`src/rtl/sccb_init_seq.sv`:
```
// Walks a table ROM and issues SCCB register writes and ms delays until an end marker or the last entry.
// Each write waits for SCCB_BUSY low before strobing; a write whose BUSY never drops aborts the run with ERR.
module sccb_init_seq #(
   parameter int TBL_AW       = 8,
   parameter int MS_CYCLES    = 100000,
   parameter int BUSY_TIMEOUT = 10000000
) (
   input  logic              CLK,
   input  logic              RST_N,
   input  logic              START,
   output logic [TBL_AW-1:0] TBL_ADDR,
   input  logic [23:0]       TBL_DATA,
   output logic [23:0]       IIC_WDATA,
   output logic              IIC_WENBL,
   input  logic              SCCB_BUSY,
   output logic              ACTIVE,
   output logic              DONE,
   output logic              ERR
);

   typedef enum logic [2:0] {
      S_IDLE, S_FETCH, S_DECODE, S_ISSUE, S_SETTLE, S_WAITBUSY, S_DELAY, S_FINISH
   } state_t;

   localparam logic [31:0]       TO_LAST   = 32'(BUSY_TIMEOUT - 1);
   localparam logic [31:0]       PRE_LAST  = 32'(MS_CYCLES - 1);
   localparam logic [TBL_AW-1:0] ADDR_LAST = '1;

   state_t            state_q, state_d;
   logic [TBL_AW-1:0] addr_q, addr_d;
   logic [23:0]       wdata_q, wdata_d;
   logic              wenbl_q, wenbl_d;
   logic              active_q, active_d;
   logic              done_q, done_d;
   logic              err_q, err_d;
   logic [31:0]       to_cnt_q, to_cnt_d;
   logic [31:0]       pre_q, pre_d;
   logic [15:0]       dly_q, dly_d;
   logic              adv;

   always_comb begin
      state_d  = state_q;
      addr_d   = addr_q;
      wdata_d  = wdata_q;
      wenbl_d  = 1'b0;
      active_d = active_q;
      done_d   = done_q;
      err_d    = err_q;
      to_cnt_d = to_cnt_q;
      pre_d    = pre_q;
      dly_d    = dly_q;
      adv      = 1'b0;

      case (state_q)
         S_IDLE: begin
            if (START) begin
               addr_d   = '0;
               done_d   = 1'b0;
               err_d    = 1'b0;
               active_d = 1'b1;
               state_d  = S_FETCH;
            end
         end
         S_FETCH: state_d = S_DECODE;
         S_DECODE: begin
            if (TBL_DATA[23:16] == 8'hFF) begin
               state_d = S_FINISH;
            end else if (TBL_DATA[23:16] == 8'hFE) begin
               if (TBL_DATA[15:0] == 16'd0) begin
                  adv = 1'b1;
               end else begin
                  dly_d   = TBL_DATA[15:0];
                  pre_d   = '0;
                  state_d = S_DELAY;
               end
            end else begin
               wdata_d = TBL_DATA;
               state_d = S_ISSUE;
            end
         end
         S_ISSUE: begin
            if (!SCCB_BUSY) begin
               wenbl_d = 1'b1;
               state_d = S_SETTLE;
            end
         end
         // strobe is visible this cycle; BUSY rises on the next
         S_SETTLE: begin
            to_cnt_d = '0;
            state_d  = S_WAITBUSY;
         end
         S_WAITBUSY: begin
            if (!SCCB_BUSY) begin
               adv = 1'b1;
            end else if (to_cnt_q == TO_LAST) begin
               err_d    = 1'b1;
               active_d = 1'b0;
               state_d  = S_IDLE;
            end else begin
               to_cnt_d = to_cnt_q + 32'd1;
            end
         end
         S_DELAY: begin
            if (pre_q == PRE_LAST) begin
               pre_d = '0;
               if (dly_q == 16'd1) adv = 1'b1;
               else                dly_d = dly_q - 16'd1;
            end else begin
               pre_d = pre_q + 32'd1;
            end
         end
         S_FINISH: begin
            done_d   = 1'b1;
            active_d = 1'b0;
            state_d  = S_IDLE;
         end
         default: state_d = S_IDLE;
      endcase

      // the last table entry finishes the run instead of wrapping to 0
      if (adv) begin
         if (addr_q == ADDR_LAST) begin
            state_d = S_FINISH;
         end else begin
            addr_d  = addr_q + 1'b1;
            state_d = S_FETCH;
         end
      end
   end

   always_ff @(posedge CLK or negedge RST_N) begin
      if (!RST_N) begin
         state_q  <= S_IDLE;
         addr_q   <= '0;
         wdata_q  <= '0;
         wenbl_q  <= 1'b0;
         active_q <= 1'b0;
         done_q   <= 1'b0;
         err_q    <= 1'b0;
         to_cnt_q <= '0;
         pre_q    <= '0;
         dly_q    <= '0;
      end else begin
         state_q  <= state_d;
         addr_q   <= addr_d;
         wdata_q  <= wdata_d;
         wenbl_q  <= wenbl_d;
         active_q <= active_d;
         done_q   <= done_d;
         err_q    <= err_d;
         to_cnt_q <= to_cnt_d;
         pre_q    <= pre_d;
         dly_q    <= dly_d;
      end
   end

   assign TBL_ADDR  = addr_q;
   assign IIC_WDATA = wdata_q;
   assign IIC_WENBL = wenbl_q;
   assign ACTIVE    = active_q;
   assign DONE      = done_q;
   assign ERR       = err_q;

endmodule

```
`config.mk`:
```
export PLATFORM = sky130hd
export DESIGN_NAME = sccb_init_seq
export DESIGN_NICKNAME = d
export VERILOG_FILES = /design/src/rtl/sccb_init_seq.sv
export SDC_FILE = /design/constraint.sdc
export NUM_CORES = 1
export LEC_CHECK = 0
export BUFFER_PORTS_ARGS = -buffer_cell sky130_fd_sc_hd__buf_2
export CORE_AREA = 5 5 115 107
export DETAILED_ROUTE_END_ITERATION = 10
export DIE_AREA = 0 0 120 112
export GPL_ROUTABILITY_DRIVEN = 0
export GPL_TIMING_DRIVEN = 0
export PLACE_DENSITY = 0.87
export SLEW_MARGIN = 20
export SYNTH_ARGS = -nofsm -noshare
export SYNTH_HDL_FRONTEND = slang
export SYNTH_SLANG_ARGS = --single-unit
```
`constraint.sdc`:
```
create_clock -name CLK -period 2.5 [get_ports CLK]
set_clock_uncertainty 0.2 [all_clocks]
set_input_delay 0.25 -clock CLK [delete_from_list [all_inputs] [get_ports CLK]]
set_output_delay 0.25 -clock CLK [all_outputs]
set_load 0.005 [all_outputs]
```
# Word level (Yosys, flattened, before mapping)
# Cells that the tools add are included.
# word_totals
wordCells,104
reg_bits,119
output_inout_bits,36
inputBits,28
# op_classes
n_reduce_logical,16
muxes,45
n_eq_ne,27
bitwise,2
add_sub_neg,4
# op_table
cell,count
32-bit 2-to-1 mux,6
32-bit one-hot mux with 2 select lines,2
16-bit 2-to-1 mux,5
32-bit by 1-bit adder with 32-bit output (second input constant),2
32-bit by 17-bit == test with 1-bit output (second input constant),1
32-bit by 24-bit == test with 1-bit output (second input constant),1
8-bit 2-to-1 mux,4
16-bit one-hot mux with 2 select lines,1
3-bit 2-to-1 mux,9
8-bit == test (second input constant),3
3-bit one-hot mux with 7 select lines,1
2-bit != test (second input constant),9
16-bit by 1-bit == test with 1-bit output (second input constant),1
16-bit logical NOT,1
16-bit by 1-bit subtractor with 16-bit output (second input constant),1
1-bit 2-to-1 mux,13
3-bit == test (second input constant),4
3-bit != test (second input constant),4
4-bit AND reduction,3
6-bit AND reduction,2
8-bit by 1-bit adder with 8-bit output (second input constant),1
2-bit nonzero test,4
8-bit nonzero test,1
3-bit by 2-bit == test with 1-bit output (second input constant),2
other kinds (9),13

# Longest topological paths before layout
# logic_depth
word_depth,7
ltp_mapped,9

# Least setup slack after synthesis
# Ideal clock, no wire load.
# synth_path
path_type,reg-to-reg
start,register dly_q[6]
end,register addr_q[5] (netlist: TBL_ADDR[5])
stages_incl_launch_ff,7
arrival_time_ns,2.030
n_path_buf,0
t_required_ns,2.223
setup_slack_ns,0.192
path_cell_list,dfrtp_1 > or4_4 > nor3_4 > and4_4 > a211oi_4 > or4_1 > a21oi_1
# synth_via
elab_chain_cells,5
# synth_rtl
item,line,rtl
from (decl),38,"logic [15:0] dly_q, dly_d;"
from (signal assigned),153,dly_q <= dly_d;
16-bit by 1-bit == test with 1-bit output,106,if (dly_q == 16'd1) adv = 1'b1;
1-bit 2-to-1 mux,106,
1-bit 2-to-1 mux,104,if (pre_q == PRE_LAST) begin
1-bit one-hot mux with 3 select lines,54,case (state_q)
8-bit 2-to-1 mux,121,if (adv) begin
via addr_d[5],30,"logic [TBL_AW-1:0] addr_q, addr_d;"
to (signal assigned),145,addr_q <= addr_d;
to (decl),30,
# The timed path passes the listed nets, and every way through them passes these cells.
# A chain may end at the register's enable or synchronous reset.

# Worst setup path in the final report
# layout_path
start,register state_q[2]
end,register pre_q[11]
# layout_via
elab_chain_cells,3
word_cells_on_any_way,8
# layout_rtl
item,line,rtl
from (decl),29,"state_t state_q, state_d;"
from (signal assigned),144,state_q <= state_d;
3-bit by 2-bit == test with 1-bit output or 3-bit == test (tied branches),54,
2-bit != test (no source line) or 2-bit nonzero test (tied branches),n/a,
4-bit AND reduction (no source line),n/a,
to (signal assigned),152,pre_q <= pre_d;
to (decl),37,"logic [31:0] pre_q, pre_d;"
# Several ways; a longest one is shown, not always the timed one.

==> flow_summary.ini <==
[setup_path]
worst-path-max-fanout = 10
critPathKind = flip-flop to flip-flop
endpoint_kind = flip-flop
reg2reg_from = state_q[2]
startpoint = state_q[2]
path_cells = nand3b_1 > clkbuf_2 > o31ai_2 > clkbuf_2 > o21ai_0 > nand2_1 > o21ai_0
crit_family = buffers and inverters
crit_slowest_cell = dfrtp_1
path_buf_inv = 2
start_kind = flip-flop
slowest_delay_ns = 0.49
cp.arrival_ns = 2.77
required_ns = 2.57

[global_routing]
antenna_found_initial = 0
grt_max_degree = 66
grtUsageTotal_pct = 30.22
grt_pass1_wl_um = 32690
overflow = 0
grt_pass1_vias = 6457

[run_status]
violations = setup timing
outcome = complete, but fails checks

[clock_tree]
cts_sinks = 119
cts-root-buf = clkbuf_16
h-tree-depth = 4
numCtsBuffers = 17
clk_pin_slew_ns = 0.06
clk_latency_ns = 0.44
clock_path_buffers = 2
tritoncts = built

[sta]
setup_viol = 25
hold_viol_final = 0
final-max-slew-violation-count = 0
max_freq_ghz = 0.3704
grt_setup_unrepaired = yes
post-route-min-period_ns = 2.700
finalCritPeriodShare_pct = 108.0
worstMarginPinSlew_ns = 0.5691
fin_ws_ns = -0.2000
slew_headroom_pct = 62.06

[detailed_routing]
drtIter0Drc = 1160
avgViaCountPerCell = 6.976
remaining_drc_errors = 0
drt_pass1_iterations = 7
vias = 6641
wirelength_um = 21160
antenna_left = 0
wl_per_cell_um = 22.23

[power_and_ir_drop]
ir_drop_mv = 0.5854
p_leak_nw = 3.420
powerDensity_nw_per_um2 = 920.0

[synth]
ys_async_sr_fraction_pct = 100.0
synthDistinctLibCells = 53
synth_seq_cells = 119
yosysSeqAreaShare_pct = 47.24
synth_nets = 716
synth_cells = 683
synth_area_leaders = dfrtp_1 47%, o21ai_0 5.0%, nor2_1 4.9%, mux2_2 4.3%, a21oi_1 3.8%
yosysTopAreaCellShare_pct = 47.24
synth_edf_count = 0
yosysWarnings = 0
syn_area_um2 = 6304
synth-main-ff-cell = dfrtp_1
yosysMostFrequentCell = dfrtp_1
synth_common_cells = 119 x dfrtp_1, 83 x nor2_1, 63 x o21ai_0
yosys.area.top_type = dfrtp_1
synth.avg_cell_area_um2 = 9.229

[final_layout]
area.sequential_um2 = 2985
fill_cells = 691
final_nets = 836
diodes = 0
area_growth_pct = 27.79
fin_util_pct = 72.80
drive_above_1_share_pct = 24.26
stdcell_area_um2 = 8055
multiInputGateArea_um2 = 3398

[floorplanning]
coreArea_um2 = 11060
start_util_pct = 56.97
fp.dieH_um = 112
io_pins = 64
rows = 37
die_w_um = 120
die-area_um2 = 13440

[hold_path]
hp-start = TBL_DATA[14]
hold_path.class = input pin to flip-flop

[place]
dpl_cell_area_um2 = 6823
dp_hpwl_um = 11050
place_ws_ns = -0.2652
place.port_buffers = 63

[run]
drv_cap = 0
==> cells in the final DEF (no fill, tap or decap), types with 8 or more instances in the layout <==
master and count:
dfrtp_1 113, nor2_1 79, buf_2 63, o21ai_0 53, a21oi_1 46, nand2_1 45
nand3_1 33, nand4_1 27, dlygate4sd3_1 27, mux2_2 24, xnor2_1 20, xor2_1 18
nor3_1 17, clkbuf_16 17, or3_1 15, nor4_1 15, buf_4 15, and3_1 14
and4_1 11, clkbuf_2 10, clkbuf_1 10, inv_1 9, o21ai_1 8
==> what timing repair did <==
item,CTS,global route
endpoints found under the setup margin,78,86
buffers inserted,2,12
cloned,0,0
hold endpoints to repair,93,0
pin swaps,3,10
hold buffers,27,0
gates resized for setup,26,71
==> state kept, by name, indices dropped and copies added, names as in the netlist <==
register,cells
IIC_WDATA,24
to_cnt_q,32
IIC_WENBL,1
pre_q,32
state_q,3
ERR,1
TBL_ADDR,8
ACTIVE,1
dly_q,16
DONE,1
==> tightest hold or removal path: stages <==
cell,delay (ns)
buf_2,0.11
a22oi_1,0.09
o21ai_0,0.16
==> cells by family (layout without fill, tap and decap cells) <==
group / count (synthesis) / after routing / synth area share [%]
XOR/XNOR: 38 / 38 / 5.280
AO/OA/AOI/OAI: 144 / 144 / 13.12
flip-flops: 119 / 119 / 47.24
multiplexers: 28 / 28 / 4.923
adder cells (fa/ha/maj): 5 / 5 / 0.9925
AND/OR/NAND/NOR: 308 / 308 / 25.92
buffers and inverters: 41 / 174 / 2.521
==> report_power, final <==
part / switching [W] / internal (W) / total [W]
registers: 0.000505 / 0.00237 / 0.00287
clock network: 0.000957 / 0.00151 / 0.00246
logic: 0.00120 / 0.000878 / 0.00208
==> through the flow <==
step	total power, W	setup TNS [ns]	hold WS, ns	std cells
final	0.007411	-1.111	0.01460	952
after global routing	0.007715	-3.629	0.005569	952
after CTS	0.007029	0	0.003470	942
after detailed placement	0.004532	-9.083	0.04018	883
after global placement	0.004411	-48.86	0.2502	882
after floorplan	0.003829	0	-0.2456	683
==> layer usage <==
| layer | track usage, % | up-vias | part of all wire, % |
|---|---|---|---|
| met2 | 49.33 | 602 | 48 |
| met3 | 7.872 | 181 | 11 |
| met5 | 0 | - | 0 |
| li1 | - | 2755 | - |
| met4 | 17.40 | 0 | 6.8 |
| met1 | 36.19 | 3103 | 35 |
==> final timing paths <==
check / end / slack (ns) / cells past startpoint
worst min register to register: IIC_WDATA[10] / 0.31 / 1
worst max register to register: pre_q[11] / -0.20 / 7
worst max-delay path: pre_q[11] / -0.20 / 7
max in group asynchronous: dly_q[6] / 1.21 / 3
worst min-delay path: dly_q[14] / 0.01 / 3
min in group asynchronous: IIC_WDATA[0] / 0.15 / 2
==> area by class of cell <==
| class | count | area share, % |
|---|---|---|
| plain buffers | 28 | 1.988 |
| repair buffers | 105 | 8.993 |
| multi-input cells | 523 | 42.19 |
| clock inverters | 13 | 1.615 |
| inverters | 9 | 0.4194 |
| flip-flops and latches | 119 | 37.06 |
| well taps | 136 | 2.112 |
| clock buffers | 19 | 5.623 |
Power figures use the tool's default switching activity.
